**config.mk**
```make
export PLATFORM = sky130hd
export DESIGN_NAME = sort_seq_ctrl
export DESIGN_NICKNAME = d
export VERILOG_FILES = /design/src/rtl/sort_pkg.sv /design/src/rtl/cmp_swap.sv /design/src/rtl/sort_seq_ctrl.sv
export SDC_FILE = /design/constraint.sdc
export NUM_CORES = 1
export LEC_CHECK = 0
export CAP_MARGIN = 20
export CORE_UTILIZATION = 56
export CTS_CLUSTER_SIZE = 24
export DETAILED_ROUTE_END_ITERATION = 10
export GPL_ROUTABILITY_DRIVEN = 0
export PLACE_DENSITY = 0.87
export SLEW_MARGIN = 20
export SYNTH_ARGS = -nofsm -noshare
export SYNTH_HDL_FRONTEND = slang
export SYNTH_SLANG_ARGS = --single-unit
```
**constraint.sdc**
```tcl
create_clock -name clk -period 5.85 [get_ports clk]
set_input_delay 0.8775 -clock clk [delete_from_list [all_inputs] [get_ports clk]]
set_output_delay 0.8775 -clock clk [all_outputs]
set_load 0.02 [all_outputs]
```
**src/rtl/sort_pkg.sv**
```systemverilog
// Shared types and helpers for the sequential exchange sorter.
package sort_pkg;

    // Controller states: waiting for a vector, sorting it, presenting it.
    typedef enum logic [1:0] {
        IDLE = 2'd0,
        SORT = 2'd1,
        DONE = 2'd2
    } sort_state_e;

    // Number of compare-swap pairs (i<j) visited for n elements.
    function automatic int unsigned pair_count(input int unsigned n);
        return (n * (n - 1)) / 2;
    endfunction

endpackage

```
**src/rtl/cmp_swap.sv**
```systemverilog
// Combinational compare-swap: lo gets the smaller operand, hi the larger.
module cmp_swap #(
    parameter int unsigned WIDTH = 4
) (
    input  logic [WIDTH-1:0] a,
    input  logic [WIDTH-1:0] b,
    output logic [WIDTH-1:0] lo,
    output logic [WIDTH-1:0] hi
);

    // Swap only on strict greater-than so equal values stay in place.
    always_comb begin
        if (a > b) begin
            lo = b;
            hi = a;
        end else begin
            lo = a;
            hi = b;
        end
    end

endmodule

```
**src/rtl/sort_seq_ctrl.sv**
```systemverilog
// Sequential exchange sorter: one compare-swap of (A[i],A[j]) per cycle,
// visiting every pair i<j once, then holding the ascending result.
module sort_seq_ctrl
    import sort_pkg::*;
#(
    parameter int unsigned WIDTH = 4,
    parameter int unsigned N     = 8
) (
    input  logic               clk,
    input  logic               rst,
    input  logic               in_valid,
    output logic               in_ready,
    input  logic [N*WIDTH-1:0] in_data,
    output logic               out_valid,
    input  logic               out_ready,
    output logic [N*WIDTH-1:0] out_data,
    output logic               busy
);

    localparam int unsigned    IW     = $clog2(N);
    localparam logic [IW-1:0]  I_LAST = IW'(N - 2);
    localparam logic [IW-1:0]  J_LAST = IW'(N - 1);

    sort_state_e      state;
    sort_state_e      state_nx;
    logic [WIDTH-1:0] a [N];
    logic [IW-1:0]    i;
    logic [IW-1:0]    j;
    logic [WIDTH-1:0] cs_lo;
    logic [WIDTH-1:0] cs_hi;
    logic             load;
    logic             step;
    logic             last_pair;

    assign last_pair = (i == I_LAST) && (j == J_LAST);

    cmp_swap #(.WIDTH(WIDTH)) u_cmp_swap (
        .a  (a[i]),
        .b  (a[j]),
        .lo (cs_lo),
        .hi (cs_hi)
    );

    // State register.
    always_ff @(posedge clk) begin
        if (rst) begin
            state <= IDLE;
        end else begin
            state <= state_nx;
        end
    end

    // Next-state decode and handshake/status outputs.
    always_comb begin
        state_nx  = state;
        in_ready  = 1'b0;
        out_valid = 1'b0;
        busy      = 1'b0;
        load      = 1'b0;
        step      = 1'b0;
        case (state)
            IDLE: begin
                in_ready = 1'b1;
                if (in_valid) begin
                    load     = 1'b1;
                    state_nx = SORT;
                end
            end
            SORT: begin
                busy = 1'b1;
                step = 1'b1;
                if (last_pair) begin
                    state_nx = DONE;
                end
            end
            DONE: begin
                out_valid = 1'b1;
                if (out_ready) begin
                    state_nx = IDLE;
                end
            end
            default: state_nx = IDLE;
        endcase
    end

    // Element array and pair indices; on the final pair the indices return
    // to (0,1) instead of advancing, so i+2 never exceeds N-1.
    always_ff @(posedge clk) begin
        if (rst) begin
            for (int unsigned k = 0; k < N; k++) begin
                a[k] <= '0;
            end
            i <= '0;
            j <= IW'(1);
        end else if (load) begin
            for (int unsigned k = 0; k < N; k++) begin
                a[k] <= in_data[k*WIDTH +: WIDTH];
            end
            i <= '0;
            j <= IW'(1);
        end else if (step) begin
            a[i] <= cs_lo;
            a[j] <= cs_hi;
            if (last_pair) begin
                i <= '0;
                j <= IW'(1);
            end else if (j == J_LAST) begin
                i <= i + IW'(1);
                j <= i + IW'(2);
            end else begin
                j <= j + IW'(1);
            end
        end
    end

    // Result is only driven while it is valid; zero otherwise.
    always_comb begin
        out_data = '0;
        if (state == DONE) begin
            for (int unsigned k = 0; k < N; k++) begin
                out_data[k*WIDTH +: WIDTH] = a[k];
            end
        end
    end

endmodule

```
Word level (Yosys, flattened, before mapping)

Memory sizes are Yosys's and may differ from the RTL's. A register that Yosys moved wholly into a read port is not among the register bits.
Index checks and enable logic that the tools add are counted.
Widths: inputs -> output; s select.

Bits of input ports: 36
Output and inout bits: 35
RAM bits: 32
Register bits: 8
Memories kept: 1

Memories:

| memory | words | width | rd ports | clocked after Yosys merged registers in | write ports | RTL line            | RTL |
|---|---|---|---|---|---|---|---|
| a      | 8     | 4     | 10       | 2                                       | 8           | sort_seq_ctrl.sv:26 | `logic [WIDTH-1:0] a [N];` |

$lt $le $gt $ge: 1
Multiplexer cells: 43
Add/sub/neg operators: 3
Reductions and logical operators: 8
Equality and inequality tests: 7
Bitwise gates (word level): 8

Operators by type and width:

| kind                | number |
|---|---|
| $mux 4              | 12 |
| $mux 32             | 1 |
| $mux 3              | 10 |
| $mux 1              | 16 |
| $or 1x1->1          | 8 |
| $reduce_or 4->1     | 2 |
| $add 3x1->3 const B | 2 |
| $eq 3x3->1 const B  | 2 |
| $mux 2              | 3 |
| $ne 2x2->1 const B  | 3 |
| $pmux 2 s3          | 1 |
| $gt 4x4->1          | 1 |
| $add 3x2->3 const B | 1 |
| $reduce_and 3->1    | 1 |
| $eq 2x1->1 const B  | 1 |
| $eq 2x2->1 const B  | 1 |
| $logic_not 2->1     | 1 |
| $reduce_and 2->1    | 1 |
| $reduce_bool 2->1   | 1 |
| $reduce_or 2->1     | 1 |
| $logic_and 1x1->1   | 1 |

Logic depth before layout (Yosys ltp)

Word-level depth: 8
Mapped depth: 10

Hierarchy

A second synthesis with hierarchy kept.

Cell total of the unflattened synthesis: 330
Area, all modules: 3,402.0 um^2

Modules (own cells, without submodules):

| module        | area an instance (um^2) | cells an instance | times used |
|---|---|---|---|
| sort_seq_ctrl | 3,195.6                 | 309               | 1 |
| cmp_swap      | 206.4                   | 21                | 1 |

Worst setup path before layout

No wires, ideal clock.

Kind: register -> register
Start point: register (tool-made name)
End point: memory a[4][3] (data pin)
Required time: 5.592 ns
Setup slack: 2.511 ns
Arrival time: 3.081 ns
Clock period less this slack: 3.339 ns
Path buffers: 1
Cell stages (with the launch flop): 11
Library setup time: 0.258 ns
Path through: dfxtp_1 > buf_2 > mux4_2 > mux2i_1 > inv_1 > ha_1 > nand4b_1 > o211a_1 > nor2_2 > mux2_2 > o221a_1

RTL lines:

| what      | RTL line |
|---|---|
| to (decl) | sort_seq_ctrl.sv:26 |

==> impl_metrics.py <==
metrics = {
    "detailed_routing": {
        "drtIter0Drc": 300,
        "dr.pass1.iters": 7,
        "wl_per_cell_um": 21.5,
        "drc": 0,
        "routed_wl_um": 9940,
        "vias": 3150,
        "vias_per_cell": 6.80,
        "drtAntennaViolNets": 0,
    },
    "die": {
        "core-area_mm2": 0.00564,
        "ios": 71,
        "num_rows": 27,
        "die_area_mm2": 0.00631,
        "die_w_um": 79.4,
        "fp.dieH_um": 79.4,
        "initial_core_util_pct": 59.5,
    },
    "hold_path": {
        "holdPathStages": 1,
        "hold_class": "reg -> reg",
    },
    "synth": {
        "yosys-top-cells-area": "edfxtp_1, mux4_2, dfxtp_1",
        "synth_edf_count": 32,
        "synth_xor_area_share_pct": 0,
        "yosys_warnings": 0,
        "synth_cells": 328,
        "yosys.area.top_type_share_pct": 28.6,
        "netlist_area_mm2": 0.00336,
        "synth_area_leader_cell": "edfxtp_1",
        "muxShareOfSynthArea_pct": 18.3,
        "yosys.area_share.adder_pct": 4.47,
        "synth.distinct_cells": 48,
        "synth-main-ff-cell": "edfxtp_1",
        "postSynthAreaPerCell_um2": 10.2,
        "synth_fp_nets": 376,
        "synthArstFlopShare_pct": 0,
        "synth_compound_area_share_pct": 15.1,
        "synth_top_family_by_area": "simple AND/OR/NAND/NOR gates",
        "yosys.area_share.simple_pct": 21.6,
        "synth_seq_cells": 46,
        "ys_seq_area_share_pct": 37.0,
    },
    "timing": {
        "finalSetupTns_ps": 0,
        "tightest_slew_ps": 944,
        "period_share_pct": 72.5,
        "slew_violations": 0,
        "fin_worst_skew_ps": 10.5,
        "fmax_ghz": 0.236,
        "hold_viol": 0,
        "relSlewSlack_pct": 35.3,
        "rsz0062_at_grt": "no",
        "setup_viol": 0,
        "finalCriticalPeriod_ps": 4240,
    },
    "setup_path": {
        "worstRegToRegCells": 9,
        "arrival_ps": 4250,
        "path_max_fanout": 9,
        "critical-path-max-stage-delay_ps": 760,
        "crit_required_ps": 5860,
        "slowest_stage": "mux2i_1",
        "setup.worst_path.class": "reg -> reg",
        "critPathCaptureType": "flop",
        "path_common_cell": "mux2i_1",
        "worst_setup_path_start_kind": "flop",
        "cp_cell_sequence": "mux4_2 > mux2i_1 > inv_1 > ha_1 > nand4b_1 > o211a_1 > nor2_2 > mux2i_1 > o221ai_1",
    },
    "global_routing": {
        "grt_overflow": 0,
        "grt_usage_pct": 33.5,
        "antenna_found_initial": 0,
        "first_global_vias": 3035,
        "grt_max_degree": 35,
        "grt_pass1_wl_um": 15700,
    },
    "clocking": {
        "cts_resized": 0,
        "cts_tree": "built",
        "h-tree-depth": 2,
        "postCtsSetupRepairBufs": 0,
        "clock_latency_ps": 300,
        "clock_sinks": 46,
        "clockRootBuffer": "clkbuf_8",
        "cts.clk_slew.worst_paths_ps": 90,
        "cts_hold_buf": 0,
        "clk_path_buf_depth": 2,
        "cts_buffers": 5,
    },
    "layout": {
        "layout_commonest_cell": "clkdlybuf4s50_1",
        "fin_util_pct": 74.9,
        "drive_above_1_share_pct": 11.5,
        "fin_nets": 438,
        "final_cell_mix": "clkdlybuf4s50_1, nand2_1, and2_1",
        "antenna_cells": 0,
        "area_growth_syn_to_layout_pct": 26.0,
    },
    "place": {
        "io_buffers": 70,
        "dp_hpwl_um": 7570,
    },
    "run": {
        "cap_viol_max_count": 0,
    },
    "power_and_ir_drop": {
        "peakVddDrop_v": 0.000166,
        "leakage_uw": 0.00153,
        "pwr_density_cell_mw_per_mm2": 224,
    },
    "status": {
        "status": "finished, final reports clean",
    },
}
==> cell usage after synthesis (5+ instances only) <==
cell	number
nand2_1	36
and2_1	34
edfxtp_1	32
o221ai_1	23
nor2_1	19
mux4_2	16
dfxtp_1	14
ha_1	12
inv_1	12
nand3_1	12
clkbuf_1	11
mux2i_1	11
a21oi_1	10
o21ai_0	10
o211ai_1	9
nand3b_1	6
nor3_1	5
==> stage by stage <==
step | instance area [um2] | total power, uW | hold slack, ps | instances | setup slack, ps
3_5_place_dp | 4090 | 657 | 571 | 455 | 1770
4_1_cts | 4230 | 939 | 582 | 463 | 1720
6_report | 4230 | 946 | 582 | 463 | 1610
5_1_grt | 4230 | 978 | 621 | 463 | 1460
3_3_place_gp | 4090 | 646 | 554 | 455 | 1960
2_1_floorplan | 3360 | 570 | 505 | 328 | 2510
==> final cells by class <==
type	instances	area, um2
tap	72	90.1
timing repair buffer	72	716
fill	368	1420
clock inverter	3	68.8
clock buffer	5	68.8
inverter	13	48.8
multi-input combinational	252	1990
sequential	46	1240
==> logic make-up (layout without fill, tap and decap cells) <==
| family | after synthesis | in the layout |
|---|---|---|
| fa+ha+maj | 12 | 12 |
| buf+inv | 30 | 93 |
| compound gates | 68 | 68 |
| simple gates | 136 | 136 |
| mux | 36 | 36 |
| flops | 46 | 46 |
==> power by group <==
part | switching [uW] | internal (uW)
clock network | 112 | 171
logic | 148 | 108
registers | 30.0 | 378
==> per-layer routing <==
metal | GRT usage, % | vias to the layer above | routed length (um)
met2 | 54.2 | 237 | 4820
met5 | 0 | - | 0
met4 | 17.8 | 0 | 401
li1 | - | 1375 | -
met3 | 6.51 | 33 | 1010
met1 | 42.3 | 1505 | 3710
==> final timing paths <==
path | slack (ps) | to | startpoint
worst max register to register | 1610 | a[7][1]$_DFFE_PP_ | flop
worst min-delay path | 580 | state[0]$_SDFFE_PP0P_ | state[1]$_SDFFE_PP0P_
worst min register to register | 580 | state[0]$_SDFFE_PP0P_ | state[1]$_SDFFE_PP0P_
worst max-delay path | 1610 | a[7][1]$_DFFE_PP_ | flop
==> worst max-delay path: cells and delay by family (launching register included) <==
family,cells,cell delay [ps]
buf+inv,1,120
fa+ha+maj,1,370
simple gates,2,600
flops,1,670
mux,3,1800
compound gates,2,400
No activity file was read; power rests on OpenSTA's default activity.
